==> config.mk <==
export PLATFORM = sky130hd
export DESIGN_NAME = bullet_pool_ctrl
export DESIGN_NICKNAME = d
export VERILOG_FILES = /design/src/rtl/bullet_pool_ctrl.sv
export SDC_FILE = /design/constraint.sdc
export NUM_CORES = 1
export LEC_CHECK = 0
export ABC_CLOCK_PERIOD_IN_PS = 7160
export CORE_UTILIZATION = 40
export DETAILED_ROUTE_END_ITERATION = 16
export PLACE_DENSITY = 0.67
export SLEW_MARGIN = 40
export SYNTH_ARGS = -nofsm -noshare
export SYNTH_HDL_FRONTEND = slang
export SYNTH_SLANG_ARGS = --single-unit
export TNS_END_PERCENT = 20
==> constraint.sdc <==
create_clock -name clk -period 7.16 [get_ports clk]
set_input_delay 1.432 -clock clk [delete_from_list [all_inputs] [get_ports clk]]
set_output_delay 1.432 -clock clk [all_outputs]
set_load 0.02 [all_outputs]
==> src/rtl/bullet_pool_ctrl.sv <==
// Player bullet pool: allocates slots on fire requests, moves live bullets up
// on each move tick, and retires them at the screen top or on a collision clear.
module bullet_pool_ctrl #(
  parameter int NUM_SLOTS      = 4,
  parameter int Y_START        = 400,
  parameter int Y_MIN          = 0,
  parameter int STEP           = 1,
  parameter int COOLDOWN_TICKS = 8
) (
  input  logic                    clk,
  input  logic                    reset,
  input  logic                    move_tick,
  input  logic                    pause,
  input  logic                    fire_req,
  input  logic [9:0]              fire_x,
  input  logic [NUM_SLOTS-1:0]    hit_clr,
  output logic                    fire_ack,
  output logic [NUM_SLOTS-1:0]    slot_active,
  output logic [10*NUM_SLOTS-1:0] bullet_y,
  output logic [10*NUM_SLOTS-1:0] bullet_x,
  output logic [3:0]              active_count,
  output logic                    ready
);

  localparam int CW = (COOLDOWN_TICKS > 0) ? $clog2(COOLDOWN_TICKS + 1) : 1;

  localparam logic [0:0]           ST_READY    = 1'b0;
  localparam logic [0:0]           ST_COOLDOWN = 1'b1;
  localparam logic [10:0]          Y_LIMIT     = 11'(Y_MIN + STEP);
  localparam logic [9:0]           Y_INIT      = 10'(Y_START);
  localparam logic [9:0]           Y_STEP      = 10'(STEP);
  localparam logic [CW-1:0]        CD_LOAD     = CW'(COOLDOWN_TICKS);
  localparam logic [CW-1:0]        CD_ONE      = CW'(1);
  localparam logic [NUM_SLOTS-1:0] SLOT_ONE    = NUM_SLOTS'(1);

  logic [0:0]           state, state_n;
  logic [CW-1:0]        cnt, cnt_n;
  logic [9:0]           y_q [NUM_SLOTS];
  logic [9:0]           x_q [NUM_SLOTS];
  logic [9:0]           y_n [NUM_SLOTS];
  logic [9:0]           x_n [NUM_SLOTS];
  logic [NUM_SLOTS-1:0] act_n;
  logic [NUM_SLOTS-1:0] free_slots;
  logic [NUM_SLOTS-1:0] alloc_sel;
  logic [3:0]           count_n;
  logic                 move;
  logic                 accept;

  // Free slots come from registered state only, so a slot cleared this cycle
  // becomes allocatable on the next one.
  assign free_slots = ~slot_active;
  assign alloc_sel  = free_slots & (~free_slots + SLOT_ONE);
  assign ready      = (state == ST_READY) && !pause && (|free_slots);
  assign accept     = ready && fire_req;
  assign move       = move_tick && !pause;

  // NOTE: every signal written in always_comb gets a default first, so no
  // path leaves it unassigned and no latch is inferred.
  always_comb begin
    act_n   = slot_active;
    count_n = '0;
    for (int i = 0; i < NUM_SLOTS; i++) begin
      y_n[i] = y_q[i];
      x_n[i] = x_q[i];
      if (accept && alloc_sel[i]) begin
        act_n[i] = 1'b1;
        y_n[i]   = Y_INIT;
        x_n[i]   = fire_x;
      end else if (hit_clr[i] && slot_active[i]) begin
        act_n[i] = 1'b0;
        y_n[i]   = Y_INIT;
      end else if (move && slot_active[i]) begin
        if ({1'b0, y_q[i]} < Y_LIMIT) begin
          act_n[i] = 1'b0;
          y_n[i]   = Y_INIT;
        end else begin
          y_n[i] = y_q[i] - Y_STEP;
        end
      end
      count_n = count_n + 4'(act_n[i]);
    end
  end

  always_comb begin
    state_n = state;
    cnt_n   = cnt;
    if (accept) begin
      if (COOLDOWN_TICKS > 0) begin
        state_n = ST_COOLDOWN;
        cnt_n   = CD_LOAD;
      end
    end else if (state == ST_COOLDOWN && move) begin
      if (cnt <= CD_ONE) begin
        state_n = ST_READY;
        cnt_n   = '0;
      end else begin
        cnt_n = cnt - CD_ONE;
      end
    end
  end

  // NOTE: sequential state uses non-blocking assignments so every register
  // samples the pre-edge values, independent of statement order.
  always_ff @(posedge clk or posedge reset) begin
    if (reset) begin
      state        <= ST_READY;
      cnt          <= '0;
      fire_ack     <= 1'b0;
      slot_active  <= '0;
      active_count <= '0;
      // NOTE: the slot arrays are small register banks, not RAM, so they are
      // reset explicitly to guarantee no stale bullet survives a reset.
      for (int i = 0; i < NUM_SLOTS; i++) begin
        y_q[i] <= Y_INIT;
        x_q[i] <= '0;
      end
    end else begin
      state        <= state_n;
      cnt          <= cnt_n;
      fire_ack     <= accept;
      slot_active  <= act_n;
      active_count <= count_n;
      for (int i = 0; i < NUM_SLOTS; i++) begin
        y_q[i] <= y_n[i];
        x_q[i] <= x_n[i];
      end
    end
  end

  for (genvar g = 0; g < NUM_SLOTS; g++) begin : g_pack
    assign bullet_y[10*g +: 10] = y_q[g];
    assign bullet_x[10*g +: 10] = x_q[g];
  end

endmodule

==> After elaboration in Yosys (flattened, before gate mapping) <==
Index checks and enable logic that the tools add are counted.
{ "word_totals": {"register_bits": 94, "in_bits": 19, "output_inout_bits": 90, "elab_cells": 95} }
{ "op_classes": {"n_addsub": 9, "magnitude_cmp": 5, "muxes": 38, "n_bitwise": 4, "reduce_logical": 26} }
{ "op_table": {"columns": ["operator", "n"], "rows": [
  ["$mux 10", 16],
  ["$lt 10x1->1 const B", 4],
  ["$sub 10x1->10 const B", 4],
  ["$mux 1", 19],
  ["$logic_and 1x1->1", 17],
  ["$mux 4", 3],
  ["$reduce_bool 3->1", 4],
  ["$not 4->4", 2],
  ["$add 3x1->4", 1],
  ["$add 4x1->4 const B", 1],
  ["$and 4x4->4", 1],
  ["$le 4x1->1 const B", 1],
  ["$reduce_bool 2->1", 2],
  ["$reduce_or 4->1", 1],
  ["$sub 4x1->4 const B", 1],
  ["$add 2x1->3", 1],
  ["$add 1x1->2", 1],
  ["$reduce_and 2->1", 1],
  ["$logic_not 1->1", 1],
  ["$not 1->1", 1]
]} }

==> Depth between registers and ports, before layout <==
{ "depth": {"word_depth": 9, "mapped_depth": 9, "depth_no_buf": 9} }

==> Worst setup path before layout <==
Ideal clock, no wire load.
{ "synth_timing": {"path_kind": "input -> output", "from": "in pause", "to": "out ready", "arrival_time_ps": 2198, "t_required_ps": 5728, "path_slack_ps": 3530, "stages": 2, "path_cell_list": "clkbuf_1 -> a311oi_1"} }
{ "synth_via": {"elab_chain_len": 3} }
{ "synth_lines": {"columns": ["item", "line_no", "source"], "rows": [
  ["start: declaration", "13", "input logic pause,"],
  ["$logic_not 1->1", "53", "assign ready = (state == ST_READY) && !pause && (|free_slots);"],
  ["$logic_and 1x1->1 (2 in series)", "53", null],
  ["end: declaration", "22", "output logic ready"]
]} }
Every way passes these cells.

==> Worst setup path after layout <==
Same ends and word-level chain as after synthesis.

==> flow_summary.ini <==
[outcome]
status = complete, no violations

[timing]
slew_violations = 0
grt_setup_unrepaired = false
worst_pin_slew_ns = 0.711
finalSetupViolCount = 0
hold_viol = 0
fmax_ghz = 0.215
finClkSkew_ns = 0.0122
max_slew_margin_pct = 52.6
timing.setup.tns_ns = 0
fin_crit_sh_pct = 64.8
period_needed_ns = 4.64

[layout]
syn2layout_area_growth_pct = 31.7
insertedDiodeCount = 0
design_area_mm2 = 0.00581
final_layout_size_suffix_gt1_share_pct = 15.2
nets = 535

[worst_setup_path]
required_ns = 5.73
cp_max_fo = 15
arrival_ns = 3.21
crit_path_end_kind = primary output
cp-start-kind = input port
path_class = input port to primary output

[die]
die_y_um = 107
initial_core_util_pct = 42.0
std_cell_rows = 37
dieWidth_um = 107
io_pins = 109
die-area_mm2 = 0.0115
design.core.area_mm2 = 0.0105

[logic_synthesis]
synth_area_leaders = dfrtp_1 46%, mux2_2 8.2%, dfstp_2 7.1%, nand2_1 3.7%, mux2_4 2.7%
async_reset_ff_share_pct = 100
synth_edf_count = 0
postSynthAreaPerCell_um2 = 11.0
syn-num-nets = 430
yosys_warnings = 0
synth_area_leader_cell = dfrtp_1
syn_area_mm2 = 0.00441
yosys_most_used_dff = dfrtp_1
synth_top_area_share_pct = 45.9
ys_seq_area_share_pct = 53.1
synth_seq_cells = 93
syn_inst = 402
synth.distinct_cells = 50

[detailed_routing]
drtAntennaViolNets = 0
via_count = 3439
wl_per_cell_um = 16.1
drt_iter0_markers = 193
via_per_inst = 5.31
first_pass_iters = 5
drc = 0
drt-total-wl_mm = 10.4

[cts]
post-cts-setup-buffer-count = 0
cts_tree = done
cts_made_buffers = 9
cts_resized = 0
cts_sinks = 93
h-tree-depth = 3
cts_root_buf = clkbuf_8
insertion_delay_ns = 0.36
clkTransAtPathRegs_ns = 0.09
hold_buffers = 0
clockBufferDepth = 2

[global_route]
antenna_found_initial = 0
grtUsageTotal_pct = 19.6
grt_pass1_vias = 3461
grt_max_degree = 55
grt_pass1_wl_mm = 17.5
overflow = 0

[placement]
dpl_cell_area_mm2 = 0.00560
hpwl_mm = 7.46
io_buffers = 107
gp_congestion = 0.800

[job]
drv_cap = 0

[pwr]
ir_drop_uv = 231
p_leak_nw = 2.58
powerDensity_mw_per_mm2 = 322

[hold_path]
hold_path_class = flip-flop to flip-flop
==> worst paths after layout <==
| path | startpoint | to | slack [ns] | cells past startpoint |
|---|---|---|---|---|
| worst min register to register | bullet_x[5]$_DFFE_PP0P_ | bullet_x[5]$_DFFE_PP0P_ | 0.52 | 1 |
| worst max-delay path | pause | ready | 2.52 | 3 |
| worst max register to register | bullet_y[6]$_DFFE_PP0P_ | active_count[1]$_DFF_PP0_ | 4.25 | 7 |
| min in group asynchronous | reset | bullet_y[5]$_DFFE_PP0P_ | 1.49 | 2 |
| max in group asynchronous | reset | bullet_x[26]$_DFFE_PP0P_ | 4.54 | 3 |
| worst min-delay path | bullet_x[5]$_DFFE_PP0P_ | bullet_x[5]$_DFFE_PP0P_ | 0.52 | 1 |
==> synthesized netlist by cell type, types with 5 or more instances <==
master / n
ha_1: 8
o21ai_0: 6
nand3_1: 11
o31ai_1: 5
mux2_4: 8
dfrtp_1: 81
inv_1: 18
nor4_1: 6
xor2_1: 8
buf_2: 5
nand4_1: 5
nor3_1: 20
or3_1: 14
dfstp_2: 12
or4_1: 5
nand2_1: 43
mux2_2: 32
a21oi_1: 23
nor2_1: 23
a21o_1: 5
xnor2_1: 6
nand4b_1: 5
clkbuf_1: 7
==> through the flow <==
stage / utilization, % / hold slack, ns / total power [mW] / std cells / setup WS [ns]
global route: 55.3 / 0.535 / 1.98 / 648 / 2.37
detailed placement: 53.3 / 0.495 / 1.51 / 632 / 2.54
floorplan: - / 0.495 / 1.18 / 402 / 3.33
global placement: 53.2 / 0.486 / 1.49 / 632 / 2.53
CTS: 55.3 / 0.524 / 1.89 / 648 / 2.53
finish: 55.3 / 0.518 / 1.87 / 648 / 2.52
==> kinds of logic (layout without fill, tap and decap cells) <==
logic type | after synthesis | after routing | synth area share (%)
AND/OR/NAND/NOR | 158 | 158 | 18.9
flip-flops | 93 | 93 | 53.1
AO/OA/AOI/OAI | 50 | 50 | 7.06
multiplexers | 44 | 44 | 11.8
buffers and inverters | 33 | 143 | 3.57
XOR/XNOR | 14 | 14 | 2.78
adder cells (fa/ha/maj) | 9 | 9 | 2.72
other | 1 | 1 | 0.0850
==> metal layers <==
layer	part of all wire (%)	up-vias	track usage, %
li1	-	1636	-
met1	45	1688	25.7
met2	46	108	29.8
met3	8.7	7	8.39
met4	0.85	0	4.79
met5	0	-	0
==> layout by cell type (no fill, tap or decap), types with 2 or more instances in the layout <==
cell type	instances
dfrtp_1	81
o31a_1	2
clkdlybuf4s50_1	107
nand3b_1	3
or2_2	2
nor2b_1	4
inv_1	17
xor2_1	8
or3_1	14
a21oi_1	23
a21o_1	5
nor4_1	6
nand2_1	43
nand3_1	11
o21ai_0	6
o31ai_1	4
a211o_1	3
nand4b_1	5
buf_4	2
or4_1	5
nor3_1	19
xnor2_1	6
dfstp_2	12
and3_1	4
clkinv_4	2
nor2_1	23
mux2i_1	4
clkbuf_8	10
mux2_4	8
mux2_2	32
ha_1	8
nand4_1	5
and3b_1	4
==> worst max-delay path, cell delays in order <==
cell and delay, ns:
clkdlybuf4s50_1 0.68, a311oi_1 0.43, clkdlybuf4s50_1 0.66
==> report_power, final <==
| group | switching, mW | internal [mW] | total [mW] |
|---|---|---|---|
| Clock | 0.193 | 0.176 | 0.369 |
| Combinational | 0.351 | 0.354 | 0.705 |
| Sequential | 0.132 | 0.665 | 0.797 |
==> layout make-up <==
| type | instances | area, um^2 |
|---|---|---|
| Multi-Input combinational cell | 276 | 1940 |
| Fill cell | 926 | 4700 |
| Timing Repair Buffer | 109 | 1090 |
| Clock inverter | 5 | 67.6 |
| Sequential cell | 93 | 2340 |
| Inverter | 18 | 68.8 |
| Clock buffer | 11 | 141 |
| Tap cell | 136 | 170 |
==> flip-flops by register name, indices dropped and copies added, names as in the netlist <==
signal,count
active_count,3
bullet_x,40
bullet_y,40
cnt,4
fire_ack,1
slot_active,4
state,1
Power figures use the tool's default switching activity.
